**src/rtl/bldc_commutation_sequencer.sv**
```systemverilog
// rtl/bldc_commutation_sequencer.sv - six-step BLDC commutation with hall filtering, dead-time and PWM gating
// Optional stall timeout is compiled in when STALL_TIMEOUT_EN is defined.
module bldc_commutation_sequencer #(
    parameter int          FILTER_LEN   = 4,
    parameter int          DT_WIDTH     = 8,
    parameter logic [23:0] STALL_CYCLES = 24'd5_400_000
) (
    input  logic                pclk,
    input  logic                preset_n,
    input  logic                enable,
    input  logic                dir,
    input  logic [2:0]          hall_values,
    input  logic                pwm_in,
    input  logic [DT_WIDTH-1:0] deadtime_cycles,
    input  logic                fault_clear,
    output logic [2:0]          phase_high,
    output logic [2:0]          phase_low,
    output logic                commutation_strobe,
    output logic [2:0]          step_index,
    output logic                fault,
    output logic [1:0]          state_o
);
    typedef enum logic [1:0] {
        S_IDLE     = 2'd0,
        S_DEADTIME = 2'd1,
        S_DRIVE    = 2'd2,
        S_FAULT    = 2'd3
    } state_t;

    logic [2:0]          r_sync1;
    logic [2:0]          r_sync2;
    logic [2:0]          r_hall_cand;
    logic [2:0]          r_hall_stable;
    logic [7:0]          r_filt_cnt;
    logic                r_hall_acq;
    logic [8:0]          w_run;

    state_t              r_state;
    logic [DT_WIDTH-1:0] r_dt_cnt;
    logic                r_pwm;
    logic [2:0]          r_drv_step;
    logic                r_drv_dir;

    logic [2:0]          w_step;
    logic                w_hall_valid;
    logic                w_hall_bad;
    logic [2:0]          w_fwd_hi;
    logic [2:0]          w_fwd_lo;
    logic [2:0]          w_hi;
    logic [2:0]          w_lo;
    logic [DT_WIDTH-1:0] w_dt_load;
    logic                w_stall_hit;

    // Run length of the current synchroniser value, counting this cycle.
    always_comb begin
        w_run = 9'd1;
        if (r_sync2 == r_hall_cand) begin
            w_run = {1'b0, r_filt_cnt} + 9'd1;
        end
    end

    always_ff @(posedge pclk or negedge preset_n) begin
        if (!preset_n) begin
            r_sync1       <= 3'b000;
            r_sync2       <= 3'b000;
            r_hall_cand   <= 3'b000;
            r_hall_stable <= 3'b000;
            r_filt_cnt    <= 8'd0;
            r_hall_acq    <= 1'b0;
        end else begin
            r_sync1     <= hall_values;
            r_sync2     <= r_sync1;
            r_hall_cand <= r_sync2;
            if (r_sync2 == r_hall_stable) begin
                r_filt_cnt <= 8'd0;
            end else if (w_run >= 9'(FILTER_LEN)) begin
                r_hall_stable <= r_sync2;
                r_hall_acq    <= 1'b1;
                r_filt_cnt    <= 8'd0;
            end else begin
                r_filt_cnt <= w_run[7:0];
            end
        end
    end

    always_comb begin
        w_step = 3'd7;
        case (r_hall_stable)
            3'b101:  w_step = 3'd0;
            3'b100:  w_step = 3'd1;
            3'b110:  w_step = 3'd2;
            3'b010:  w_step = 3'd3;
            3'b011:  w_step = 3'd4;
            3'b001:  w_step = 3'd5;
            default: w_step = 3'd7;
        endcase
    end

    // Before the first accepted hall state the reset value 000 means "unknown", not "broken".
    assign w_hall_valid = r_hall_acq && (w_step != 3'd7);
    assign w_hall_bad   = r_hall_acq && (w_step == 3'd7);

    always_comb begin
        w_fwd_hi = 3'b000;
        w_fwd_lo = 3'b000;
        case (w_step)
            3'd0:    begin w_fwd_hi = 3'b001; w_fwd_lo = 3'b010; end
            3'd1:    begin w_fwd_hi = 3'b001; w_fwd_lo = 3'b100; end
            3'd2:    begin w_fwd_hi = 3'b010; w_fwd_lo = 3'b100; end
            3'd3:    begin w_fwd_hi = 3'b010; w_fwd_lo = 3'b001; end
            3'd4:    begin w_fwd_hi = 3'b100; w_fwd_lo = 3'b001; end
            3'd5:    begin w_fwd_hi = 3'b100; w_fwd_lo = 3'b010; end
            default: begin w_fwd_hi = 3'b000; w_fwd_lo = 3'b000; end
        endcase
        w_hi = dir ? w_fwd_lo : w_fwd_hi;
        w_lo = dir ? w_fwd_hi : w_fwd_lo;
    end

    assign w_dt_load = (deadtime_cycles == '0) ? {{(DT_WIDTH-1){1'b0}}, 1'b1} : deadtime_cycles;

`ifdef STALL_TIMEOUT_EN
    logic [23:0] r_stall_cnt;
    assign w_stall_hit = ({1'b0, r_stall_cnt} + 25'd1) >= {1'b0, STALL_CYCLES};
`else
    // No stall detection in this build; the parameter is kept so both builds share one interface.
    assign w_stall_hit = 1'b0 && (STALL_CYCLES != 24'd0);
`endif

    always_ff @(posedge pclk or negedge preset_n) begin
        if (!preset_n) begin
            r_state            <= S_IDLE;
            r_dt_cnt           <= '0;
            r_pwm              <= 1'b0;
            r_drv_step         <= 3'd7;
            r_drv_dir          <= 1'b0;
            phase_high         <= 3'b000;
            phase_low          <= 3'b000;
            commutation_strobe <= 1'b0;
            step_index         <= 3'd7;
            fault              <= 1'b0;
`ifdef STALL_TIMEOUT_EN
            r_stall_cnt        <= 24'd0;
`endif
        end else begin
            r_pwm              <= pwm_in;
            phase_high         <= 3'b000;
            phase_low          <= 3'b000;
            commutation_strobe <= 1'b0;
            step_index         <= 3'd7;
`ifdef STALL_TIMEOUT_EN
            r_stall_cnt        <= 24'd0;
`endif
            if (r_state == S_FAULT) begin
                if (fault_clear) begin
                    r_state <= S_IDLE;
                    fault   <= 1'b0;
                end
            end else if (enable && w_hall_bad) begin
                r_state <= S_FAULT;
                fault   <= 1'b1;
            end else if (!enable) begin
                r_state <= S_IDLE;
            end else begin
                case (r_state)
                    S_IDLE: begin
                        if (w_hall_valid) begin
                            r_state  <= S_DEADTIME;
                            r_dt_cnt <= w_dt_load;
                        end
                    end
                    S_DEADTIME: begin
                        if (r_dt_cnt <= {{(DT_WIDTH-1){1'b0}}, 1'b1}) begin
                            r_dt_cnt           <= '0;
                            r_state            <= S_DRIVE;
                            r_drv_step         <= w_step;
                            r_drv_dir          <= dir;
                            commutation_strobe <= 1'b1;
                            step_index         <= w_step;
                            phase_low          <= w_lo;
                            phase_high         <= w_hi & ~w_lo & {3{r_pwm}};
                        end else begin
                            r_dt_cnt <= r_dt_cnt - 1'b1;
                        end
                    end
                    S_DRIVE: begin
                        if ((w_step != r_drv_step) || (dir != r_drv_dir)) begin
                            r_state  <= S_DEADTIME;
                            r_dt_cnt <= w_dt_load;
                        end else if (w_stall_hit) begin
                            r_state <= S_FAULT;
                            fault   <= 1'b1;
                        end else begin
                            step_index <= w_step;
                            phase_low  <= w_lo;
                            phase_high <= w_hi & ~w_lo & {3{r_pwm}};
`ifdef STALL_TIMEOUT_EN
                            r_stall_cnt <= r_stall_cnt + 24'd1;
`endif
                        end
                    end
                    default: r_state <= S_IDLE;
                endcase
            end
        end
    end

    assign state_o = r_state;

endmodule
```
**config.mk**
```make
export PLATFORM = sky130hd
export DESIGN_NAME = bldc_commutation_sequencer
export DESIGN_NICKNAME = d
export VERILOG_FILES = /design/src/rtl/bldc_commutation_sequencer.sv
export SDC_FILE = /design/constraint.sdc
export NUM_CORES = 1
export LEC_CHECK = 0
export ABC_AREA = 1
export BUFFER_PORTS_ARGS = -buffer_cell sky130_fd_sc_hd__buf_4
export CAP_MARGIN = 10
export CORE_ASPECT_RATIO = 1.5
export CORE_MARGIN = 2
export CORE_UTILIZATION = 25
export DETAILED_ROUTE_END_ITERATION = 10
export PLACE_DENSITY_LB_ADDON = 0.1
export SLEW_MARGIN = 0
export SYNTH_ARGS = -nofsm -noshare
export SYNTH_HDL_FRONTEND = slang
export SYNTH_SLANG_ARGS = --single-unit
```
**constraint.sdc**
```tcl
create_clock -name pclk -period 2.62 [get_ports pclk]
set_input_delay 0.393 -clock pclk [delete_from_list [all_inputs] [get_ports pclk]]
set_output_delay 0.393 -clock pclk [all_outputs]
set_load 0.005 [all_outputs]
```
==> results of run 1 <==
[power by group through the flow]
stage | Combinational, mW | Clock, mW | Sequential (mW)
2_1_floorplan | 0.921 | 0 | 1.00
3_3_place_gp | 1.18 | 0 | 1.06
3_5_place_dp | 1.18 | 0 | 1.06
4_1_cts | 1.19 | 0.871 | 1.05
5_1_grt | 1.33 | 0.891 | 1.06
6_report | 1.16 | 0.838 | 1.04
[state kept, by name (all words and copies together) (netlist names)]
register / cells
commutation_strobe: 1
fault: 1
phase_high: 3
phase_low: 3
r_drv_dir: 1
r_drv_step: 3
r_dt_cnt: 8
r_filt_cnt: 8
r_hall_acq: 1
r_hall_cand: 3
r_hall_stable: 3
r_pwm: 1
r_sync1: 3
r_sync2: 3
state_o: 2
step_index: 3
[per-layer routing]
metal / track usage (%) / vias to the layer above
li1: - / 970
met1: 11.6 / 851
met2: 19.7 / 30
met3: 2.52 / 5
met4: 4.48 / 0
met5: 0 / -
[cells in the mapped netlist (2+ instances only)]
cell and n:
inv_2 6, nand2_4 2, dfstp_2 6, o21ai_1 4
xor2_1 6, nand3_1 24, nor3_2 2, dfrtp_1 41
ha_1 7, nand2_2 5, nand3_2 4, a21oi_1 5
o21ai_0 19, nor2_1 27, xnor2_1 8, nor2_4 2
nor3_1 3, inv_1 33, nand2_1 64
[area by class of cell]
cell class,instances,area [sq um],area share [%]
clock buffer,5,125,4.19
sequential,47,1180,39.7
inverter,39,146,4.91
multi-input combinational,201,1100,36.7
tap,115,144,4.82
clock inverter,3,71.3,2.39
timing repair buffer,29,218,7.30
[path summary, 6_finish.rpt]
check,start,endpoint,slack (ns),cells past startpoint
max,state_o[1],r_dt_cnt[0],0.71,8
min,preset_n,r_sync1[1],0.11,1
max reg2reg,state_o[1],r_dt_cnt[0],0.71,8
min reg2reg,r_sync1[2],r_sync2[2],0.35,0
max in group asynchronous,preset_n,r_drv_dir,2.10,1
min in group pclk,hall_values[1],r_sync1[1],0.21,1
[worst max-delay path, stage by stage, from the launching register on]
cell,delay [ns]
dfrtp_1,0.43
inv_1,0.10
ha_1,0.31
inv_2,0.15
nor2_1,0.25
inv_1,0.19
o22ai_1,0.22
nor2_1,0.07
a21oi_1,0.12
[metrics by stage]
step	area [sq um]	util, %	total power, mW
floorplan	2450	-	1.92
global placement	2790	29.1	2.24
detailed placement	2790	29.1	2.24
CTS	2980	31.2	3.10
global route	2980	31.2	3.29
finish	2980	31.2	3.04
[cells by family (layout without fill, tap and decap cells)]
| logic type | Yosys count | count (layout) |
|---|---|---|
| other | 1 | 6 |
| DFF | 47 | 47 |
| adders and majority gates | 7 | 7 |
| and+or+nand+nor | 140 | 140 |
| AOI/OAI and AO/OA | 34 | 34 |
| buffers and inverters | 42 | 76 |
| xor gates and xnor gates | 14 | 14 |
==> impl_metrics.csv, run 1 <==
group,metric,value,unit
placement,post-place-cells,431,
cts,cts_made_buffers,5,
cts,postCtsSetupBuffers,0,
sta,setup_tns,0,ns
route,ant_nets,0,
power,p_leak,1.47,nW
cts,clock_path_buffers,2,
sta,slew_headroom,60.1,%
power,power_frac_seq,34.3,%
power,share_comb_of_total_power,38.1,%
critical_path,critPathRequiredTime,2.84,ns
route,met2WireLength,2900,um
synth,synth_compound_gate_area_share,7.56,%
route,route.met3.wl,165,um
placement,dp_slack,0.710,ns
layout,layout-drive-gt1-share,21.3,%
sta,slew_viol_final,0,
global_routing,antenna_found_initial,0,
synth,synthCells,285,
floorplanning,start_util,25.4,%
power,clkPwrFrac,27.6,%
cts,cts_hold_buf,0,
critical_path,critPathArrivalTime,2.13,ns
critical_path,crit_type,"register to register",
sta,layout_worst_path_cycle_share,72.9,%
sta,min_period,1.91,ns
synth,synth_mux_area_share,0,%
placement,port_buffers,29,
layout,area_growth,22.6,%
synth,synth_top_area_share,42.2,%
sta,fin_ws,0.710,ns
cts,clkSlewWorstSetupHoldPaths,0.07,ns
placement,dpl.hpwl,4140,um
layout,fin_cells,439,
sta,setup-violations-final,0,
synth,synth_edf_count,0,
min_path,worstHoldPathType,"input pin to asynchronous set/reset pin",
global_routing,first_global_vias,1890,
cts,htreeDepth,2,
route,wire_per_inst,12.1,um
synth,synth_area_leaders,"dfrtp_1 (42%), nand2_1 (9.9%), dfstp_2 (6.5%)",
power,intPower,1.86,mW
critical_path,cp_max_fo,9,
layout,fillCellCount,1057,
route,routed_wl,5290,um
route,initialDrtViolationCount,74,
synth,synthAdderAreaFrac,3.60,%
synth,ys_async_sr_fraction,100,%
sta,grt_setup_unrepaired,"false",
cts,ctsRootBufferMaster,"clkbuf_16",
route,vias_per_cell,4.23,
placement,place.gp.congestion,0.751,
sta,worstMarginPinSlew,0.598,ns
synth,yosysWarnings,0,
synth,synth-simple-area-share,27.9,%
synth,synth.avg_cell_area,8.54,sq um
route,route.detailed.drc,0,
synth,synth_flop_cell,"dfrtp_1",
global_routing,grt_use_total,10.8,%
power,powerDensity,1020,mW/mm^2
synth,ys_types,36,
sta,hold_viol,0,
synth,syn_area,0.00243,sq mm
floorplanning,die_h,125,um
synth,synth.yosys.seq_area_share,48.6,%
route,dr.max_layer_used,"met4",
critical_path,critPathLaunchType,"register",
synth,synth_top_family_by_area,"simple AND/OR/NAND/NOR gates",
power,switching_share,38.7,%
layout,diodes,0,
layout,final_common_cell,"nand2_1",
synth,synth_seq_cells,47,
flow_run,cap_violations,0,
sta,fin_skew,0.00802,ns
floorplanning,core,0.00958,sq mm
synth,yosys.area.top_type,"dfrtp_1",
critical_path,cp-end-kind,"register",
power,p_switching,1.17,mW
floorplanning,die_w,84.6,um
route,wl_met1,2130,um
floorplanning,core.rowCount,44,
layout,final_cell_mix,"nand2_1 (64), dfrtp_1 (41), inv_1 (33), buf_4 (29), nor2_1 (27)",
cts,clock_latency,0.29,ns
sta,fmax,0.524,GHz
global_routing,grt_pass1_wl,8900,um
cts,ctsResizeCount,0,
floorplanning,die-area,0.0106,sq mm
cts,clock_sinks,47,
sta,whs,0.106,ns
cts,cts_tree,"built",
route,first_pass_iters,4,
global_routing,grt_max_degree,48,
route,via_count,1856,
layout,nets,347,
power,ir_drop,0.434,mV
synth,synth_xor_area_share,5.04,%
run_status,outcome,"complete, no violations",
global_routing,grt-ovfl-total,0,
floorplanning,pin_count,30,
Power figures use the tool's default switching activity.
==> inputs of run 2 (changes only) <==
Clock period 2.62 ns to 2 ns, I/O delays scaled along.
==> run 2 against run 1 <==
Combinational power up 33%. First-iteration DRC count decreased by 20%. Register-to-register slack got worse by 0.46 ns. Design area down 0.96%. Count of clock-buffer cells in the layout is the same. Sequential share of layout area is 0.39 points higher. Clock skew about the same. Via count rose by 0.38%. Critical path type unchanged. Largest power group unchanged.
==> impl_metrics.csv, run 2 (synthesis gave the netlist of run 1 again) <==
group,metric,value,unit
sta,fmax,0.570,GHz
sta,setup-violations-final,0,
placement,dpl.hpwl,4120,um
layout,top_regs,"r_dt_cnt (8), r_filt_cnt (8)",
floorplanning,pin_count,30,
floorplanning,core.rowCount,44,
placement,place.gp.congestion,0.760,
sta,hold_viol,0,
critical_path,reg2reg_to,"r_dt_cnt[5]",
layout,area_growth,21.4,%
layout,layout-drive-gt1-share,22.7,%
sta,setup_tns,0,ns
cts,clock_sinks,47,
global_routing,grt_use_total,11.4,%
global_routing,first_global_vias,1963,
global_routing,grt-ovfl-total,0,
route,first_pass_iters,4,
power,power,3.74,mW
min_path,worstHoldPathType,"input pin to asynchronous set/reset pin",
layout,final_cell_mix,"nand2_1 (64), dfrtp_1 (41), inv_1 (32), buf_4 (31), nor2_1 (26)",
route,vias_per_cell,4.22,
critical_path,path_cells,"ha_1 > nor2_1 > nand2_4 > inv_2 > nand3_4 > o21ai_0 > nand2_1",
route,route.detailed.drc,0,
global_routing,grtUsageMet1,12.2,%
critical_path,cp_slowest_cell,"dfrtp_1",
power,powerDensity,1270,mW/mm^2
floorplanning,die_w,84.6,um
floorplanning,die-area,0.0106,sq mm
critical_path,r2r_cells,7,
layout,diodes,0,
sta,fin_ws,0.247,ns
route,via_count,1863,
global_routing,use_met3,2.12,%
cts,postCtsSetupBuffers,0,
placement,port_buffers,29,
power,ir_drop,0.400,mV
flow_run,cap_violations,0,
cts,clock_latency,0.29,ns
layout,final_common_cell,"nand2_1",
floorplanning,start_util,25.4,%
cts,ctsRootBufferMaster,"clkbuf_16",
cts,clock_path_buffers,2,
floorplanning,core,0.00958,sq mm
sta,slew_headroom,59.3,%
critical_path,cp-end-kind,"register",
route,ant_nets,0,
placement,place_area,0.00280,sq mm
sta,worstMarginPinSlew,0.610,ns
cts,clkSlewWorstSetupHoldPaths,0.07,ns
cts,htreeDepth,2,
route,wire_per_inst,12.1,um
power,p_leak,1.45,nW
critical_path,cp_max_fo,16,
critical_path,reg2reg_from,"state_o[0]",
global_routing,grt_max_degree,48,
route,routed_wl,5350,um
global_routing,grt_pass1_wl,9470,um
critical_path,path_buf_inv,1,
sta,grt_setup_unrepaired,"false",
run_status,outcome,"complete, no violations",
sta,slew_viol_final,0,
sta,whs,0.0123,ns
placement,dp_slack,0.0866,ns
route,initialDrtViolationCount,59,
cts,cts_made_buffers,5,
sta,layout_worst_path_cycle_share,87.7,%
sta,min_period,1.75,ns
global_routing,grt_util_met2,21.3,%
critical_path,crit_type,"register to register",
critical_path,critPathArrivalTime,1.94,ns
critical_path,critPathRequiredTime,2.18,ns
global_routing,grt-busiest-layer,"met2",
critical_path,reg2reg_slack,0.25,ns
critical_path,worst_path_largest_cell_delay,0.43,ns
layout,final_area,0.00296,sq mm
cts,cts_tree,"built",
sta,fin_skew,0.00778,ns
layout,nets,349,
critical_path,critPathLaunchType,"register",
global_routing,antenna_found_initial,0,
floorplanning,die_h,125,um
critical_path,critical-path-top-delay-family,"simple AND/OR/NAND/NOR gates",
## run 2: cell types whose count changed in the layout (fill, tap and decap cells not counted)
cell	delta
buf_4	+2
bufinv_16	-2
clkinv_2	+1
clkinv_4	+1
ha_1	-1
ha_2	+1
inv_1	-1
inv_2	+1
inv_6	+1
inv_8	-1
nor2_1	-1
nor2_2	+1
## run 2: cell type report
cell class / count / area (sq um)
inverters: 39 / 146
repair buffers: 31 / 233
flip-flops and latches: 47 / 1180
clock inverters: 3 / 22.5
well taps: 115 / 144
clock buffers: 5 / 125
multi-input cells: 201 / 1100
fillers: 1073 / 6620
## run 2: what timing repair did
action,4_1_cts,5_1_grt
hold buffers,0,0
setup endpoints to repair,0,9
gates resized for setup,0,3
hold endpoints to repair,0,0
## run 2: per-layer routing
metal | vias up | part of all wire [%]
met5 | - | 0
met4 | 0 | 2.1
li1 | 974 | -
met3 | 7 | 2.9
met1 | 861 | 40
met2 | 21 | 55
## run 2: worst max path at each step
stage	depth (start not counted)	start	endpoint	slack (ns)
5_1_grt	11	r_dt_cnt[0]	state_o[1]	0.04
3_5_place_dp	11	r_dt_cnt[0]	state_o[0]	0.09
6_report	7	state_o[0]	r_dt_cnt[5]	0.25
4_1_cts	11	r_dt_cnt[0]	state_o[0]	0.05
2_1_floorplan	8	state_o[0]	r_dt_cnt[4]	0.39
3_3_place_gp	11	r_dt_cnt[0]	state_o[1]	0.11
## run 2: through the flow
step | instances | util (%)
after floorplan | 290 | -
after global placement | 433 | 29.3
after detailed placement | 433 | 29.3
after CTS | 441 | 30.8
after global routing | 441 | 30.9
final | 441 | 30.9
## run 2: power by group
group | leakage (nW) | internal (mW) | switching [mW]
combinational | 0.820 | 0.570 | 0.967
sequential | 0.559 | 1.16 | 0.199
clock | 0.0742 | 0.468 | 0.379
